### config.mk
export PLATFORM = sky130hd
export DESIGN_NAME = stopwatch_bcd_ctrl
export DESIGN_NICKNAME = d
export VERILOG_FILES = /design/src/rtl/stopwatch_bcd_ctrl.sv
export SDC_FILE = /design/constraint.sdc
export NUM_CORES = 1
export LEC_CHECK = 0
export ABC_CLOCK_PERIOD_IN_PS = 4300
export BUFFER_PORTS_ARGS = -buffer_cell sky130_fd_sc_hd__buf_2
export CAP_MARGIN = 20
export CORE_MARGIN = 4
export CORE_UTILIZATION = 55
export CTS_BUF_LIST = sky130_fd_sc_hd__clkbuf_16
export DETAILED_ROUTE_END_ITERATION = 8
export PLACE_DENSITY = 0.7
export SETUP_SLACK_MARGIN = 0.4
export SLEW_MARGIN = 20
export SYNTH_ARGS = -nofsm -noshare
export SYNTH_HDL_FRONTEND = slang
export SYNTH_SLANG_ARGS = --single-unit
### constraint.sdc
create_clock -name clk_50MHz -period 4.3 [get_ports clk_50MHz]
set_clock_uncertainty 0.15 [all_clocks]
set_input_delay 0.215 -clock clk_50MHz [delete_from_list [all_inputs] [get_ports clk_50MHz]]
set_output_delay 0.215 -clock clk_50MHz [all_outputs]
set_load 0.02 [all_outputs]
### src/rtl/stopwatch_bcd_ctrl.sv
// stopwatch_bcd_ctrl
//   Stopwatch front end for the per-digit segment decoders. It debounces the
//   start/stop and clear buttons, divides clk_50MHz down to a count tick, runs
//   the IDLE/RUN/PAUSE sequencer and holds a two-digit BCD count (00-99).
//
// Ports
//   clk_50MHz       in   system clock, rising edge
//   reset           in   asynchronous, active-low reset
//   btn_start_stop  in   raw start/stop push button, active-high
//   btn_clear       in   raw clear push button, active-high
//   ones            out  BCD units digit (registered)
//   tens            out  BCD tens digit (registered)
//   hundreds        out  guard digit, always 0
//   running         out  1 while in RUN (registered)
//   wrap_pulse      out  one-cycle pulse on the 99 -> 00 wrap
//
// state   | meaning
// --------+------------------------------------------------------------
// S_IDLE  | stopped at 00, prescaler held at 0, waiting for start
// S_RUN   | prescaler advancing, count increments on each tick
// S_PAUSE | count and prescaler frozen, start resumes the interval

module stopwatch_bcd_ctrl #(
    parameter int TICK_DIV        = 5_000_000,
    parameter int DEBOUNCE_CYCLES = 500_000
) (
    input  logic       clk_50MHz,
    input  logic       reset,
    input  logic       btn_start_stop,
    input  logic       btn_clear,
    output logic [3:0] ones,
    output logic [3:0] tens,
    output logic [3:0] hundreds,
    output logic       running,
    output logic       wrap_pulse
);

    localparam int PS_W = $clog2(TICK_DIV);
    localparam int DB_W = (DEBOUNCE_CYCLES > 1) ? $clog2(DEBOUNCE_CYCLES) : 1;
    localparam logic [PS_W-1:0] PS_LAST = PS_W'(TICK_DIV - 1);
    localparam logic [DB_W-1:0] DB_LAST = DB_W'(DEBOUNCE_CYCLES - 1);

    typedef enum logic [1:0] {
        S_IDLE  = 2'd0,
        S_RUN   = 2'd1,
        S_PAUSE = 2'd2
    } state_t;

    // Button path, index 0 = start/stop, index 1 = clear
    logic [1:0]      raw;
    logic [1:0]      sync1_q;
    logic [1:0]      sync2_q;
    logic [1:0]      deb_q;
    logic [1:0]      deb_prev_q;
    logic [1:0]      press_q;
    logic [DB_W-1:0] db_cnt_q [2];

    assign raw = {btn_clear, btn_start_stop};

    always_ff @(posedge clk_50MHz or negedge reset) begin
        if (!reset) begin
            sync1_q    <= '0;
            sync2_q    <= '0;
            deb_q      <= '0;
            deb_prev_q <= '0;
            press_q    <= '0;
            for (int b = 0; b < 2; b++) begin
                db_cnt_q[b] <= '0;
            end
        end else begin
            sync1_q    <= raw;
            sync2_q    <= sync1_q;
            deb_prev_q <= deb_q;
            // Rising edge of the debounced level only; releases never press.
            press_q    <= deb_q & ~deb_prev_q;
            for (int b = 0; b < 2; b++) begin
                if (sync2_q[b] == deb_q[b]) begin
                    db_cnt_q[b] <= '0;
                end else if (db_cnt_q[b] == DB_LAST) begin
                    deb_q[b]    <= sync2_q[b];
                    db_cnt_q[b] <= '0;
                end else begin
                    db_cnt_q[b] <= db_cnt_q[b] + DB_W'(1);
                end
            end
        end
    end

    logic start_press;
    logic clear_press;
    assign start_press = press_q[0];
    assign clear_press = press_q[1];

    // Sequencer, prescaler and BCD count
    state_t          state_q;
    logic [PS_W-1:0] presc_q;
    logic [3:0]      ones_q;
    logic [3:0]      tens_q;
    logic            running_q;
    logic            wrap_q;

    logic            tick;
    logic [3:0]      ones_d;
    logic [3:0]      tens_d;
    logic            wrap_d;

    assign tick = (state_q == S_RUN) && (presc_q == PS_LAST);

    always_comb begin
        ones_d = ones_q + 4'd1;
        tens_d = tens_q;
        wrap_d = 1'b0;
        if (ones_q >= 4'd9) begin
            ones_d = 4'd0;
            if (tens_q >= 4'd9) begin
                tens_d = 4'd0;
                wrap_d = 1'b1;
            end else begin
                tens_d = tens_q + 4'd1;
            end
        end
    end

    always_ff @(posedge clk_50MHz or negedge reset) begin
        if (!reset) begin
            state_q   <= S_IDLE;
            presc_q   <= '0;
            ones_q    <= 4'd0;
            tens_q    <= 4'd0;
            running_q <= 1'b0;
            wrap_q    <= 1'b0;
        end else begin
            wrap_q <= 1'b0;
            if (clear_press) begin
                // Clear overrides everything, including a coincident tick or start.
                state_q   <= S_IDLE;
                running_q <= 1'b0;
                presc_q   <= '0;
                ones_q    <= 4'd0;
                tens_q    <= 4'd0;
            end else begin
                case (state_q)
                    S_IDLE: begin
                        presc_q <= '0;
                        if (start_press) begin
                            state_q   <= S_RUN;
                            running_q <= 1'b1;
                        end
                    end
                    S_RUN: begin
                        presc_q <= tick ? '0 : presc_q + PS_W'(1);
                        if (tick) begin
                            ones_q <= ones_d;
                            tens_q <= tens_d;
                            wrap_q <= wrap_d;
                        end
                        if (start_press) begin
                            state_q   <= S_PAUSE;
                            running_q <= 1'b0;
                        end
                    end
                    S_PAUSE: begin
                        // Prescaler is left alone so resume finishes the interval.
                        if (start_press) begin
                            state_q   <= S_RUN;
                            running_q <= 1'b1;
                        end
                    end
                    default: begin
                        state_q   <= S_IDLE;
                        running_q <= 1'b0;
                        presc_q   <= '0;
                    end
                endcase
            end
        end
    end

    assign ones       = ones_q;
    assign tens       = tens_q;
    assign hundreds   = 4'd0;
    assign running    = running_q;
    assign wrap_pulse = wrap_q;

endmodule

# Word level (Yosys, flattened, before mapping)
# Index checks and enable logic that the tools add are counted.
[op_classes] n_addsub=5 n_lt_le_gt_ge=2 n_eq_ne=10 mux=29 bitwise_logic=4 reduce_logical=11
[op_table] op="$mux 19" count=4
[op_table] op="$mux 23" count=2
[op_table] op="$pmux 23 s2" count=1
[op_table] op="$add 19x1->19 const B" count=2
[op_table] op="$eq 19x19->1 const B" count=2
[op_table] op="$mux 4" count=9
[op_table] op="$add 23x1->23 const B" count=1
[op_table] op="$eq 23x23->1 const B" count=1
[op_table] op="$add 4x1->4 const B" count=2
[op_table] op="$ge 4x4->1 const B" count=2
[op_table] op="$mux 1" count=8
[op_table] op="$reduce_and 2->1" count=4
[op_table] op="$mux 2" count=3
[op_table] op="$reduce_bool 2->1" count=3
[op_table] op="$pmux 2 s2" count=1
[op_table] op="$ne 3x1->1 const B" count=1
[op_table] op="$ne 3x3->1 const B" count=1
[op_table] op="$reduce_and 3->1" count=1
[op_table] op="$and 2x2->2" count=1
[op_table] op="$eq 1x1->1" count=2
[op_table] op="$eq 2x1->1 const B" count=1
[op_table] op="$eq 2x2->1 const B" count=1
[op_table] op="$logic_not 2->1" count=1
[op_table] op="$ne 2x2->1 const B" count=1
[op_table] op="5 further kinds" count=6
[word_totals] ff_bits=83 input_bits=4

# Depth between registers and ports, before layout
[depth] depth_word=6 ltp_mapped=7 mapped_depth_nobuf=7

# Worst setup path before layout
# No wires, ideal clock.
[synth_timing] kind="flip-flop to flip-flop" startpoint="reg presc_q[13]" endpoint="reg ones_q[2], in the netlist ones[2]" arrival_time_ps=2164 path_slack_ps=1908 stages_incl_launch_ff=8 n_path_buf=2 path_cell_list="dfrtp_1 buf_6 or4_4 nand2b_4 or3_1 clkbuf_2 or4b_1 a21oi_1"
[synth_via] elab_chain_cells=4
[synth_rtl] item="start: declaration" line_no="96" text="logic [PS_W-1:0] presc_q;"
[synth_rtl] item="start signal: assignment" line_no="151" text="presc_q <= tick ? '0 : presc_q + PS_W'(1);"
[synth_rtl] item="$eq 23x23->1" line_no="107" text="assign tick = (state_q == S_RUN) && (presc_q == PS_LAST);"
[synth_rtl] item="$logic_and 1x1->1" line_no="107"
[synth_rtl] item="$reduce_bool 2->1 (no source line)"
[synth_rtl] item="$reduce_and 2->1 (no source line)"
[synth_rtl] item="end signal: assignment" line_no="153" text="ones_q <= ones_d;"
[synth_rtl] item="end: declaration" line_no="97" text="logic [3:0] ones_q;"
# Every way passes these cells.
# A chain may end at the register's enable or synchronous reset.

# Worst setup path after layout
[layout_timing] startpoint="reg presc_q[0]" endpoint="reg tens_q[2], in the netlist tens[2]"
[layout_via] elab_chain_cells=4
[layout_rtl] item="$eq 23x23->1" line_no="107"
[layout_rtl] item="$logic_and 1x1->1" line_no="107"
[layout_rtl] item="$reduce_bool 2->1 (no source line)"
[layout_rtl] item="$reduce_and 3->1 (no source line)"
[layout_rtl] item="end signal: assignment" line_no="154" text="tens_q <= tens_d;"
[layout_rtl] item="end: declaration" line_no="98" text="logic [3:0] tens_q;"
# Every way passes these cells.

==> impl_metrics.prom <==
# TYPE chip_impl_metric gauge
chip_impl_metric{name="post-cts-setup-buffers",unit=""} 0
chip_impl_info{name="setup.worst_path.end_class",value="flip-flop"} 1
chip_impl_info{name="regToRegEndpoint",value="tens[2]$_DFFE_PN0P_"} 1
chip_impl_metric{name="synthesis.area_per_instance",unit="µm²"} 9.527
chip_impl_info{name="min_path_type",value="flip-flop to flip-flop"} 1
chip_impl_metric{name="stdcell_count",unit=""} 557
chip_impl_metric{name="minimum_clock_period",unit="ns"} 2.583
chip_impl_metric{name="r2r_slack",unit="ns"} 1.72
chip_impl_metric{name="maxCapViolCount",unit=""} 0
chip_impl_metric{name="drtIter0Drc",unit=""} 161
chip_impl_metric{name="die_w",unit="µm"} 95.10
chip_impl_metric{name="ant_nets",unit=""} 0
chip_impl_metric{name="worst_reg2reg_path_length_in_cells",unit=""} 6
chip_impl_metric{name="grt_antenna_before_repair",unit=""} 0
chip_impl_metric{name="rows",unit=""} 31
chip_impl_metric{name="routed_via_density",unit=""} 5.632
chip_impl_metric{name="fillCellCount",unit=""} 595
chip_impl_metric{name="async_set_reset_flop_share_out_of_synthesis",unit="%"} 100.0
chip_impl_metric{name="powerDensity",unit="nW/µm²"} 326.7
chip_impl_metric{name="postLayoutCoreUtil",unit="%"} 62.81
chip_impl_metric{name="detailedRoute.firstPassIterationCount",unit=""} 4
chip_impl_metric{name="total_power",unit="µW"} 1504
chip_impl_metric{name="finalMaxSlewViolations",unit=""} 0
chip_impl_metric{name="flow.area_growth_from_synthesis",unit="%"} 10.34
chip_impl_metric{name="grt_overflow",unit=""} 0
chip_impl_info{name="netlist.top_cell.by_area",value="sky130_fd_sc_hd__dfrtp_1"} 1
chip_impl_metric{name="finalHoldWorstSlack",unit="ns"} 0.2026
chip_impl_metric{name="buffer_depth_of_the_longest_clock_path",unit=""} 2
chip_impl_metric{name="crit_path_max_fanout",unit=""} 6
chip_impl_metric{name="clkSlewWorstSetupHoldPaths",unit="ns"} 0.06
chip_impl_metric{name="post_route_cells_drive_above_1_share",unit="%"} 10.92
chip_impl_metric{name="cts_buffers",unit=""} 9
chip_impl_metric{name="core_area",unit="µm²"} 7331
chip_impl_info{name="cts_root_buf",value="sky130_fd_sc_hd__clkbuf_16"} 1
chip_impl_metric{name="wl_per_cell",unit="µm"} 13.90
chip_impl_info{name="hold-path-endpoint",value="sync2_q[1]$_DFF_PN0_"} 1
chip_impl_metric{name="final_net_count",unit=""} 466
chip_impl_metric{name="starting_density_of_the_core",unit="%"} 56.92
chip_impl_metric{name="report.final.setup_viol",unit=""} 0
chip_impl_metric{name="final_hold_viol_count",unit=""} 0
chip_impl_metric{name="cp.required",unit="ns"} 4.36
chip_impl_metric{name="htreeDepth",unit=""} 3
chip_impl_metric{name="dieArea",unit="µm²"} 9044
chip_impl_info{name="synth_area_leaders",value="sky130_fd_sc_hd__dfrtp_1 (49%), sky130_fd_sc_hd__nor2_1 (5.1%), sky130_fd_sc_hd__xor2_1 (4.8%)"} 1
chip_impl_metric{name="timing.slew.headroom",unit="%"} 31.06
chip_impl_metric{name="achievable-frequency",unit="MHz"} 387.1
chip_impl_metric{name="postCtsResizedCells",unit=""} 0
chip_impl_metric{name="place_congestion",unit=""} 0.8820
chip_impl_metric{name="min_period_over_period",unit="%"} 60.08
chip_impl_metric{name="pin_count",unit=""} 18
chip_impl_info{name="setup_repair_after_global_routing_missed_its_margin",value="no"} 1
chip_impl_metric{name="grt_start_max_net_pins",unit=""} 83
chip_impl_metric{name="routed_wirelength",unit="µm"} 7744
chip_impl_metric{name="die_height",unit="µm"} 95.10
chip_impl_metric{name="hpwlAfterDp",unit="µm"} 5189
chip_impl_metric{name="via_count",unit=""} 3137
chip_impl_metric{name="via_count_of_the_first_global_routing_pass",unit=""} 2957
chip_impl_info{name="start_kind",value="flip-flop"} 1
chip_impl_metric{name="gate_count_after_technology_mapping",unit=""} 438
chip_impl_info{name="cts_tree",value="done"} 1
chip_impl_metric{name="antenna-diode-count",unit=""} 0
chip_impl_metric{name="clock_latency",unit="ns"} 0.33
chip_impl_info{name="rr_startpoint",value="presc_q[0]$_DFFE_PN0P_"} 1
chip_impl_metric{name="worst_hold_path.num_cells",unit=""} 0
chip_impl_metric{name="timing.setup.tns",unit="ns"} 0
chip_impl_metric{name="crit_arrival",unit="ns"} 2.64
chip_impl_metric{name="yosys.area.top_type_share",unit="%"} 49.18
chip_impl_metric{name="clkSinkCount",unit=""} 82
chip_impl_info{name="outcome",value="finished clean"} 1
chip_impl_metric{name="ys_warn_count",unit=""} 0
chip_impl_metric{name="yosysSeqAreaShare",unit="%"} 49.18
chip_impl_metric{name="buffer_ports.inserted",unit=""} 13
chip_impl_metric{name="synth_enable_flop_cells",unit=""} 0
chip_impl_info{name="ys.flop_type",value="sky130_fd_sc_hd__dfrtp_1"} 1
chip_impl_metric{name="tightestPinTransition",unit="ns"} 1.025
chip_impl_metric{name="synth_seq_cells",unit=""} 82
chip_impl_info{name="criticalPathCategory",value="flip-flop to flip-flop"} 1
chip_impl_metric{name="max_rail_drop_vdd",unit="mV"} 0.2898
chip_impl_metric{name="grt.total_usage",unit="%"} 18.35
chip_impl_metric{name="netlist_area",unit="µm²"} 4173
chip_impl_metric{name="synth_cell_types",unit=""} 56
chip_impl_metric{name="leakagePower",unit="µW"} 0.002033
chip_impl_metric{name="placed_cells",unit=""} 538
chip_impl_metric{name="grt_pass1_wl",unit="µm"} 13280
chip_impl_info{name="timing.hold.worst.start",value="sync1_q[1]$_DFF_PN0_"} 1
chip_impl_metric{name="remaining_drc_errors",unit=""} 0
## critical path: stages (launching register included)
cell and delay, ns:
sky130_fd_sc_hd__dfrtp_1 0.40, sky130_fd_sc_hd__ha_1 0.25, sky130_fd_sc_hd__and4_2 0.25, sky130_fd_sc_hd__nand3b_1 0.19, sky130_fd_sc_hd__nor4_1 0.92, sky130_fd_sc_hd__o21a_1 0.22
sky130_fd_sc_hd__o21ai_0 0.08
## placed cells by master (no fill, tap or decap), types with 3 or more instances in the layout
master / Yosys / layout
sky130_fd_sc_hd__a21oi_1: 15 / 15
sky130_fd_sc_hd__ha_1: 9 / 9
sky130_fd_sc_hd__nand3_1: 28 / 28
sky130_fd_sc_hd__buf_4: 4 / 3
sky130_fd_sc_hd__nand4_1: 19 / 19
sky130_fd_sc_hd__nand2_1: 28 / 28
sky130_fd_sc_hd__nor3_1: 12 / 12
sky130_fd_sc_hd__buf_2: 2 / 12
sky130_fd_sc_hd__nor3b_1: 4 / 4
sky130_fd_sc_hd__nor2_1: 57 / 57
sky130_fd_sc_hd__xnor2_1: 13 / 13
sky130_fd_sc_hd__nand2b_1: 5 / 5
sky130_fd_sc_hd__or3_1: 8 / 8
sky130_fd_sc_hd__nor4_1: 10 / 10
sky130_fd_sc_hd__conb_1: 1 / 4
sky130_fd_sc_hd__xor2_1: 23 / 23
sky130_fd_sc_hd__a21o_1: 6 / 6
sky130_fd_sc_hd__or2_2: 4 / 4
sky130_fd_sc_hd__and3_1: 5 / 5
sky130_fd_sc_hd__o21ai_0: 25 / 25
sky130_fd_sc_hd__inv_1: 20 / 20
sky130_fd_sc_hd__o31ai_1: 5 / 4
sky130_fd_sc_hd__dfrtp_1: 82 / 82
sky130_fd_sc_hd__dlygate4sd3_1: 0 / 3
sky130_fd_sc_hd__clkbuf_16: 0 / 9
## repair_timing
| action | in CTS | in global routing |
|---|---|---|
| hold endpoints to repair | 84 | 0 |
| setup endpoints to repair | 0 | 0 |
| hold buffers | 3 | 0 |
## cells in the mapped netlist (4+ instances only)
cell and n:
sky130_fd_sc_hd__a21o_1 6, sky130_fd_sc_hd__a21oi_1 15, sky130_fd_sc_hd__and3_1 5, sky130_fd_sc_hd__buf_4 4, sky130_fd_sc_hd__clkbuf_1 9, sky130_fd_sc_hd__dfrtp_1 82
sky130_fd_sc_hd__ha_1 9, sky130_fd_sc_hd__inv_1 20, sky130_fd_sc_hd__nand2_1 28, sky130_fd_sc_hd__nand2b_1 5, sky130_fd_sc_hd__nand3_1 28, sky130_fd_sc_hd__nand4_1 19
sky130_fd_sc_hd__nor2_1 57, sky130_fd_sc_hd__nor3_1 12, sky130_fd_sc_hd__nor3b_1 4, sky130_fd_sc_hd__nor4_1 10, sky130_fd_sc_hd__o21ai_0 25, sky130_fd_sc_hd__o31ai_1 5
sky130_fd_sc_hd__or2_2 4, sky130_fd_sc_hd__or3_1 8, sky130_fd_sc_hd__xnor2_1 13, sky130_fd_sc_hd__xor2_1 23
## per-stage QoR
stage / area [µm²] / setup WS, ns
final: 4604 / 1.717
after CTS: 4601 / 1.755
after global routing: 4604 / 1.507
after global placement: 4300 / 1.862
after floorplan: 4184 / 1.908
after detailed placement: 4300 / 1.764
## sequential cells by signal (all words and copies together), names as in the netlist
name,count
tens,4
deb_q,2
wrap_pulse,1
deb_prev_q,2
presc_q,23
state_q,1
press_q,2
db_cnt_q,38
sync2_q,2
sync1_q,2
ones,4
running,1
## per-layer routing
layer  vias up  wire [µm]  GRT usage [%]
li1       1570          -              -
met1      1494       3601          23.66
met2        62       3755          30.44
met3        11        294          4.420
met4         0         93          5.889
met5         -          0              0
## layout make-up
cell class | count | area (µm²) | share of cell area, %
Timing Repair Buffer | 19 | 123.9 | 2.690
Tap cell | 99 | 123.9 | 2.690
Sequential cell | 82 | 2052 | 44.57
Multi-Input combinational cell | 321 | 1959 | 42.55
Clock buffer | 9 | 225.2 | 4.891
Inverter | 20 | 75.07 | 1.630
Clock inverter | 7 | 45.04 | 0.9783
## where the power goes
group | switching (µW) | internal, µW
combinational | 27.7 | 9.11
clock | 296 | 388
sequential | 5.43 | 778
total | 329 | 1180
## how the worst max path moves through the flow
stage          depth (start not counted)                     from             endpoint
6_report                               6   presc_q[0]$_DFFE_PN0P_  tens[2]$_DFFE_PN0P_
5_1_grt                                6   presc_q[0]$_DFFE_PN0P_  tens[2]$_DFFE_PN0P_
4_1_cts                                6   presc_q[0]$_DFFE_PN0P_  tens[2]$_DFFE_PN0P_
3_5_place_dp                           6   presc_q[0]$_DFFE_PN0P_  tens[2]$_DFFE_PN0P_
3_3_place_gp                           6   presc_q[0]$_DFFE_PN0P_  tens[2]$_DFFE_PN0P_
2_1_floorplan                          7  presc_q[13]$_DFFE_PN0P_  ones[2]$_DFFE_PN0P_
## cell families after synthesis
| family | count (synthesis) | synth area share, % |
|---|---|---|
| adders and majority gates | 9 | 2.699 |
| other | 1 | 0.08987 |
| DFF | 82 | 49.18 |
| buffers and inverters | 38 | 4.258 |
| and+or+nand+nor | 204 | 25.82 |
| muxes | 3 | 0.7796 |
| xor gates and xnor gates | 36 | 7.556 |
| AOI/OAI and AO/OA | 65 | 9.626 |
No activity file was read; power rests on OpenSTA's default activity.
